--- src/rtl/instr_steer_recv.sv ---
// Instruction receiver: steers app/maintenance instructions round-robin into NUM_CH slot FIFOs.
// Optional maintenance path enabled by defining SOFTMC_RECV_MAINT_EN.
module instr_steer_recv #(
    parameter int          NUM_CH     = 2,
    parameter logic [3:0]  END_OPCODE = 4'hF,
    parameter logic [31:0] PAD_INSTR  = 32'h0000_0000,
    parameter int          ROWS_W     = 16
) (
    input  logic                   clk,
    input  logic                   rst,
    input  logic                   dispatcher_ready,
    input  logic                   rdback_fifo_empty,
    input  logic                   app_en,
    input  logic [31:0]            app_instr,
    output logic                   app_ack,
    input  logic                   maint_en,
    input  logic [31:0]            maint_instr,
    output logic                   maint_ack,
    output logic [NUM_CH-1:0]      instr_fifo_en,
    output logic [32*NUM_CH-1:0]   instr_fifo_data,
    input  logic [NUM_CH-1:0]      instr_fifo_full,
    output logic                   process_iseq,
    output logic [ROWS_W-1:0]      iseq_rows,
    output logic                   seq_err
);

    localparam int PTR_W = $clog2(NUM_CH);

    typedef enum logic [2:0] {
        IDLE,
        RECV_APP,
        PAD,
        ISSUE,
        WAIT_DONE
`ifdef SOFTMC_RECV_MAINT_EN
        , RECV_MAINT
`endif
    } state_t;

    state_t             state;
    logic [PTR_W-1:0]   wr_ptr;
    logic [PTR_W-1:0]   ptr_nxt;
    logic               ptr_wrap;
    logic               sel_full;
    logic               src_en;
    logic               src_ack;
    logic [31:0]        src_instr;

    function automatic logic [ROWS_W-1:0] rows_sat_inc(input logic [ROWS_W-1:0] r);
        return (&r) ? r : r + ROWS_W'(1);
    endfunction

`ifndef SOFTMC_RECV_MAINT_EN
    logic maint_path_unused;
    assign maint_path_unused = ^{maint_en, maint_instr, rdback_fifo_empty};
`endif

    assign ptr_nxt  = wr_ptr + PTR_W'(1);
    assign ptr_wrap = (ptr_nxt == '0);
    assign sel_full = instr_fifo_full[wr_ptr];

    // The source being received is the only one looked at; the other is ignored.
    always_comb begin
        src_en    = 1'b0;
        src_ack   = 1'b0;
        src_instr = '0;
        if (state == RECV_APP) begin
            src_en    = app_en;
            src_ack   = app_ack;
            src_instr = app_instr;
        end
`ifdef SOFTMC_RECV_MAINT_EN
        if (state == RECV_MAINT) begin
            src_en    = maint_en;
            src_ack   = maint_ack;
            src_instr = maint_instr;
        end
`endif
    end

    always_ff @(posedge clk) begin
        if (rst) begin
            state           <= IDLE;
            wr_ptr          <= '0;
            app_ack         <= 1'b0;
            maint_ack       <= 1'b0;
            instr_fifo_en   <= '0;
            instr_fifo_data <= '0;
            process_iseq    <= 1'b0;
            iseq_rows       <= '0;
            seq_err         <= 1'b0;
        end else begin
            app_ack       <= 1'b0;
            maint_ack     <= 1'b0;
            instr_fifo_en <= '0;
            case (state)
                IDLE: begin
`ifdef SOFTMC_RECV_MAINT_EN
                    if (maint_en && dispatcher_ready && rdback_fifo_empty) begin
                        state     <= RECV_MAINT;
                        wr_ptr    <= '0;
                        iseq_rows <= '0;
                    end else
`endif
                    if (app_en && dispatcher_ready) begin
                        state     <= RECV_APP;
                        wr_ptr    <= '0;
                        iseq_rows <= '0;
                    end
                end

`ifdef SOFTMC_RECV_MAINT_EN
                RECV_APP, RECV_MAINT: begin
`else
                RECV_APP: begin
`endif
                    // The ack term blocks re-accepting the instruction just taken.
                    if (src_en && !src_ack) begin
                        if (sel_full) begin
                            seq_err <= 1'b1;
                        end else begin
                            instr_fifo_en[wr_ptr]             <= 1'b1;
                            instr_fifo_data[32*wr_ptr +: 32]  <= src_instr;
                            wr_ptr                            <= ptr_nxt;
                            if (ptr_wrap)
                                iseq_rows <= rows_sat_inc(iseq_rows);
`ifdef SOFTMC_RECV_MAINT_EN
                            if (state == RECV_MAINT)
                                maint_ack <= 1'b1;
                            else
`endif
                                app_ack <= 1'b1;
                            if (src_instr[31:28] == END_OPCODE)
                                state <= ptr_wrap ? ISSUE : PAD;
                        end
                    end
                end

                PAD: begin
                    if (!sel_full) begin
                        instr_fifo_en[wr_ptr]            <= 1'b1;
                        instr_fifo_data[32*wr_ptr +: 32] <= PAD_INSTR;
                        wr_ptr                           <= ptr_nxt;
                        if (ptr_wrap) begin
                            iseq_rows <= rows_sat_inc(iseq_rows);
                            state     <= ISSUE;
                        end
                    end
                end

                ISSUE: begin
                    if (!dispatcher_ready) begin
                        process_iseq <= 1'b0;
                        state        <= WAIT_DONE;
                    end else begin
                        process_iseq <= 1'b1;
                    end
                end

                WAIT_DONE: begin
                    if (dispatcher_ready)
                        state <= IDLE;
                end

                default: state <= IDLE;
            endcase
        end
    end

endmodule

--- config.mk ---
export PLATFORM = sky130hd
export DESIGN_NAME = instr_steer_recv
export DESIGN_NICKNAME = d
export VERILOG_FILES = /design/src/rtl/instr_steer_recv.sv
export SDC_FILE = /design/constraint.sdc
export NUM_CORES = 1
export LEC_CHECK = 0
export ABC_AREA = 1
export BUFFER_PORTS_ARGS = -buffer_cell sky130_fd_sc_hd__buf_2
export CAP_MARGIN = 20
export CORE_ASPECT_RATIO = 1.4
export CORE_MARGIN = 1.5
export CORE_UTILIZATION = 35
export CTS_CLUSTER_DIAMETER = 120
export DETAILED_ROUTE_END_ITERATION = 12
export PLACE_DENSITY_LB_ADDON = 0.25
export SLEW_MARGIN = 20
export SYNTH_ARGS = -nofsm -noshare
export SYNTH_HDL_FRONTEND = slang
export SYNTH_SLANG_ARGS = --single-unit
--- constraint.sdc ---
create_clock -name clk -period 1.89 [get_ports clk]
set_input_delay 0.189 -clock clk [delete_from_list [all_inputs] [get_ports clk]]
set_output_delay 0.189 -clock clk [all_outputs]
set_load 0.01 [all_outputs]
==> results of run 1 <==
-- state kept, by name, summed over array words and instances (netlist names) --
signal	flops
instr_fifo_data	64
iseq_rows	16
state	3
instr_fifo_en	2
app_ack	1
process_iseq	1
seq_err	1
wr_ptr	1
-- area by class of cell --
type                    instances  area [sq um]  share of cell area [%]
multi-input cells             388          1850                    35.9
flip-flops and latches         89          1780                    34.6
repair buffers                146           828                    16.1
clock buffers                   9           225                    4.37
inverters                      57           214                    4.15
well taps                     141           176                    3.42
clock inverters                 7          77.6                    1.50
-- repair_timing --
item,in CTS,in global routing
setup buffers,0,2
endpoints found under the setup margin,0,4
resized for setup,0,1
-- routing by layer --
layer | track usage [%] | vias up | share of wire, %
met1 | 21.2 | 1844 | 43
met2 | 31.2 | 94 | 49
met4 | 6.51 | 0 | 1.6
li1 | - | 2064 | -
met3 | 5.87 | 14 | 6.2
met5 | 0 | - | 0
-- cell usage in the layout (no fill, tap or decap), types with 2 or more instances in the layout --
cell / n
nand4_1: 11
nor3_1: 6
nor2_4: 4
nor2_1: 120
nand2_4: 3
nand2_2: 9
dfxtp_1: 89
buf_12: 3
clkbuf_16: 9
a21oi_2: 7
o21ai_0: 54
inv_6: 2
inv_1: 47
a21oi_1: 43
nand3_1: 19
buf_4: 21
inv_2: 10
buf_2: 122
nand2_1: 78
nand3_2: 2
clkinv_4: 2
xor2_1: 3
o21ai_1: 18
nor2_2: 5
-- tightest hold or removal path, stage by stage --
cell     delay (ps)
buf_2           100
nand2_1          70
a21oi_1          60
-- power by group through the flow --
stage	clock [mW]	combinational, mW	sequential, mW
after detailed placement	0	2.16	2.46
after global routing	1.94	2.46	2.47
after floorplan	0	1.26	2.62
final	1.82	2.18	2.42
after global placement	0	2.13	2.45
after CTS	1.86	2.17	2.43
-- final timing paths --
check | startpoint | to | slack (ps) | cells past startpoint
worst max-delay path | iseq_rows[1]$_SDFFE_PP0P_ | iseq_rows[11]$_SDFFE_PP0P_ | 130 | 10
worst min-delay path | app_instr[5] | instr_fifo_data[37]$_SDFFE_PP0P_ | 120 | 3
worst max register to register | iseq_rows[1]$_SDFFE_PP0P_ | iseq_rows[11]$_SDFFE_PP0P_ | 130 | 10
worst min register to register | process_iseq$_SDFFE_PP0P_ | process_iseq$_SDFFE_PP0P_ | 460 | 2
-- kinds of logic after synthesis --
kind of cell / count (synthesis) / synth area share, %
compound gates: 124 / 16.4
xor+xnor: 3 / 0.659
fa+ha+maj: 1 / 0.314
buf+inv: 84 / 9.07
flops: 89 / 44.7
other cells: 1 / 0.0941
simple gates: 259 / 28.8
-- per-stage QoR --
step	instance area, sq um	setup TNS, ps	instances	setup slack (ps)
after floorplan	3990	0	561	184
after global placement	4830	0	819	168
after detailed placement	4830	0	819	134
after CTS	5140	0	835	113
after global routing	5150	-31.4	837	-9.44
final	5150	0	837	134
==> impl_metrics.toml, run 1 <==
[outcome]
status = "finished, final reports clean"

[worst_setup_path]
worst_setup_path_end_kind = "flop"
arrival_ps = 2030
required_ps = 2160
path_delay_family = "simple AND/OR/NAND/NOR gates"
crit_path_max_incr_delay_ps = 330
crit_chain = "ha_1 -> nand2_2 -> nor2_2 -> nand3_2 -> nor2_4 -> nand2_4 -> nand3_4 -> buf_4 -> nand2_2 -> a21oi_2"
crit_slowest_cell = "dfxtp_1"
worstPathBufferInverterCount = 1
critical_path_peak_fanout = 9
cp-start-kind = "flop"
path_class = "flop to flop"
cp_common_cell = "nand2_2"

[floorplanning]
die-area_sq_um = 12000
coreArea_sq_um = 11000
die_w_microns = 93.2
row_count = 45
dieHeight_microns = 129
io_pins = 158
start_util_pct = 36.3

[synth]
ys.warnings.count = 0
syn_avg_cell_area_sq_um = 7.11
yosysMostFrequentCell = "nor2_1"
ys_seq_elements = 89
syn-cell-area_sq_um = 3990
synth-edff-count = 0
synth_top_area_share_pct = 44.7
ys_top_cells_by_count = "121 x nor2_1, 89 x dfxtp_1, 78 x nand2_1"
ys_types = 29
seq_area_frac_synth_pct = 44.7
synth_area_leaders = "dfxtp_1 45%, nor2_1 11%, nand2_1 7.3%, o21ai_0 6.8%, a21oi_1 5.4%"
ys.flop_type = "dfxtp_1"
synth_fp_nets = 634
synth_top_area_cell = "dfxtp_1"
syn-instance-count = 561
async_flop_share_pct = 0

[timing]
fin_crit_sh_pct = 92.9
fmax_mhz = 569
min_period_ps = 1760
whs_ps = 124
worst_clock_skew_ps = 5.93
setup_viol = 0
final_max_slew_viol_count = 0
hold_viol_final = 0

[pwr]
p_sw_share_pct = 36.8
power.leakage_nw = 2.51
totalPowerFinal_mw = 6.43
combPwrFrac_pct = 33.9
pwr-share-seq_pct = 37.7
power_per_cell_area_nw_per_um2 = 1250
peakVddDrop_v = 0.000624
p_sw_mw = 2.36
clockPowerShare_pct = 28.3
p_int_mw = 4.06

[placement]
port_buffers = 122
place.gp.congestion = 0.941
hpwlAfterDp_microns = 7690

[clock_network]
cts_hold_buf = 0
cts.clk_slew.worst_paths_ps = 70
clk_latency_ps = 340
cts_buffer_depth = 2
cts_tree = "built"
cts.sinks = 89
cts_buffers = 9
cts-root-buf = "clkbuf_16"
htreeDepth = 3

[global_route]
antenna_found_initial = 0
grtUsageTotal_pct = 18.2
grt_first_pass_wirelength_microns = 17400
grt.overflow.total = 0
grt_pass1_vias = 3792
grt_max_degree = 51

[final_layout]
fill_cells = 1141
drive_above_1_share_pct = 29.3
syn_to_final_growth_pct = 29.3
finish.utilization_pct = 47.0
nets = 764
n_antenna_cell = 0

[detailed_routing]
routedWlPerCell_microns = 12.8
drtAntennaViolNets = 0
num_vias = 4016
viasPerCell = 4.80
remaining_drc_errors = 0
drt_pass1_iterations = 4
drtIter0Drc = 172
wl_microns = 10700

[job]
cap_violations = 0

[min_path]
hold_class = "input port to flop"
(Power assumes the default switching activity.)
==> run 2: changes to the inputs <==
--- a/config.mk
+++ b/config.mk
@@ -14,7 +14,7 @@
 export CTS_CLUSTER_DIAMETER = 120
 export DETAILED_ROUTE_END_ITERATION = 12
 export PLACE_DENSITY_LB_ADDON = 0.25
-export SLEW_MARGIN = 20
+export SLEW_MARGIN = 10
 export SYNTH_ARGS = -nofsm -noshare
 export SYNTH_HDL_FRONTEND = slang
 export SYNTH_SLANG_ARGS = --single-unit
==> constraint.sdc (replaced) <==
create_clock -name clk -period 1.89 [get_ports clk]
set_input_delay 0.189 -clock clk [delete_from_list [all_inputs] [get_ports clk]]
set_output_delay 0.189 -clock clk [all_outputs]
set_load 0.05 [all_outputs]
==> impl_metrics.toml, run 2 (synthesis results as in run 1) <==
[worst_setup_path]
worst_setup_path_end_kind = "flop"
reg2reg_depth = 9
r2r_start = "state[2]$_SDFFE_PP0P_"
required_ps = 2160
crit_chain = "inv_2 -> nand3_1 -> nand2_4 -> nand2_1 -> nor3_4 -> buf_4 -> buf_12 -> o21ai_0 -> a21oi_1"
crit_path_max_incr_delay_ps = 340
critical_path_peak_fanout = 22
startpoint = "state[2]$_SDFFE_PP0P_"
worstPathBufferInverterCount = 3
arrival_ps = 2010
cp-start-kind = "flop"
path_class = "flop to flop"
crit_slowest_cell = "dfxtp_1"
path_delay_family = "simple AND/OR/NAND/NOR gates"
r2r_slack_ps = 150
reg2reg_to = "instr_fifo_data[61]$_SDFFE_PP0P_"
endpoint = "instr_fifo_data[61]$_SDFFE_PP0P_"
crit_cells = 9

[global_route]
antenna_found_initial = 0
grt_max_degree = 67
grt_first_pass_wirelength_microns = 17900
grt.overflow.total = 0
grt_pass1_vias = 3879
grtUsageTotal_pct = 18.6

[detailed_routing]
drtAntennaViolNets = 0
viasPerCell = 4.78
wl_microns = 10800
drt_pass1_iterations = 4
drtIter0Drc = 126
routedWlPerCell_microns = 13.0
num_vias = 4004
remaining_drc_errors = 0

[clock_network]
cts.sinks = 89
cts_tree = "built"
cts.clk_slew.worst_paths_ps = 70
cts-root-buf = "clkbuf_16"
cts_buffers = 9
clk_latency_ps = 340
htreeDepth = 3
cts_buffer_depth = 2
cts_hold_buf = 0

[pwr]
power.leakage_nw = 2.52
totalPowerFinal_mw = 7.59
power_per_cell_area_nw_per_um2 = 1460
peakVddDrop_v = 0.000716

[floorplanning]
coreArea_sq_um = 11000
die-area_sq_um = 12000
row_count = 45
start_util_pct = 36.3
dieHeight_microns = 129
io_pins = 158
die_w_microns = 93.2

[timing]
hold_viol_final = 0
worst_clock_skew_ps = 5.28
fin_crit_sh_pct = 91.9
finalWorstSetupSlack_ps = 153
min_period_ps = 1740
tns_ps = 0
fmax_mhz = 576
final_max_slew_viol_count = 0
setup_viol = 0
whs_ps = 123

[final_layout]
drive_above_1_share_pct = 29.9
regMostFlops = "instr_fifo_data"
nets = 764
layout_commonest_cell = "buf_2"
syn_to_final_growth_pct = 30.4
reg_top3 = "instr_fifo_data (64), iseq_rows (16), state (3)"
final_cell_mix = "122 x buf_2, 121 x nor2_1, 86 x dfxtp_1, 78 x nand2_1, 54 x o21ai_0"
n_antenna_cell = 0
finish.utilization_pct = 47.4
largest_reg_flops = 64

[min_path]
hold_class = "input port to flop"
min_path_cells = 3
hold_start = "app_instr[5]"

[job]
cap_violations = 0

[outcome]
status = "finished, final reports clean"

[placement]
port_buffers = 122
dp_slack_ps = 70.3
place.gp.congestion = 0.927
hpwlAfterDp_microns = 7940
[run 2: worst min-delay path by stage]
stage,end
3_5_place_dp,process_iseq$_SDFFE_PP0P_
2_1_floorplan,instr_fifo_data[32]$_SDFFE_PP0P_
3_3_place_gp,process_iseq$_SDFFE_PP0P_
5_1_grt,instr_fifo_data[37]$_SDFFE_PP0P_
4_1_cts,instr_fifo_data[37]$_SDFFE_PP0P_
6_report,instr_fifo_data[37]$_SDFFE_PP0P_
[run 2: worst register-to-register path, stage by stage (launching register included)]
cell and delay (ps):
dfxtp_1 340, inv_2 100, nand3_1 150, nand2_4 170
nand2_1 110, nor3_4 270, buf_4 180, buf_12 140
o21ai_0 100, a21oi_1 120
[run 2: routing by layer]
metal  track usage [%]  part of all wire, %
met3              5.52                  5.9
met2              32.5                   50
met4              7.22                  1.8
met5                 0                    0
met1              21.1                   42
[run 2: power by group]
part | switching [mW] | total (mW) | internal, mW
Combinational | 2.41 | 3.29 | 0.883
Clock | 0.786 | 1.86 | 1.08
Sequential | 0.201 | 2.44 | 2.24
[run 2: area by class of cell]
cell class / instances / area [sq um]
Tap cell: 141 / 176
Clock buffer: 10 / 239
Clock inverter: 6 / 72.6
Fill cell: 1174 / 5780
Sequential cell: 89 / 1790
Inverter: 57 / 214
Multi-Input combinational cell: 388 / 1860
Timing Repair Buffer: 146 / 853
[run 2: per-stage QoR]
| stage | area (sq um) | instances |
|---|---|---|
| 2_1_floorplan | 3990 | 561 |
| 3_3_place_gp | 4860 | 819 |
| 3_5_place_dp | 4860 | 819 |
| 4_1_cts | 5170 | 835 |
| 5_1_grt | 5200 | 837 |
| 6_report | 5200 | 837 |
[run 2: timing repair]
item / in CTS / in global routing
setup buffers: 0 / 2
endpoints found under the setup margin: 0 / 22
resized for setup: 0 / 2
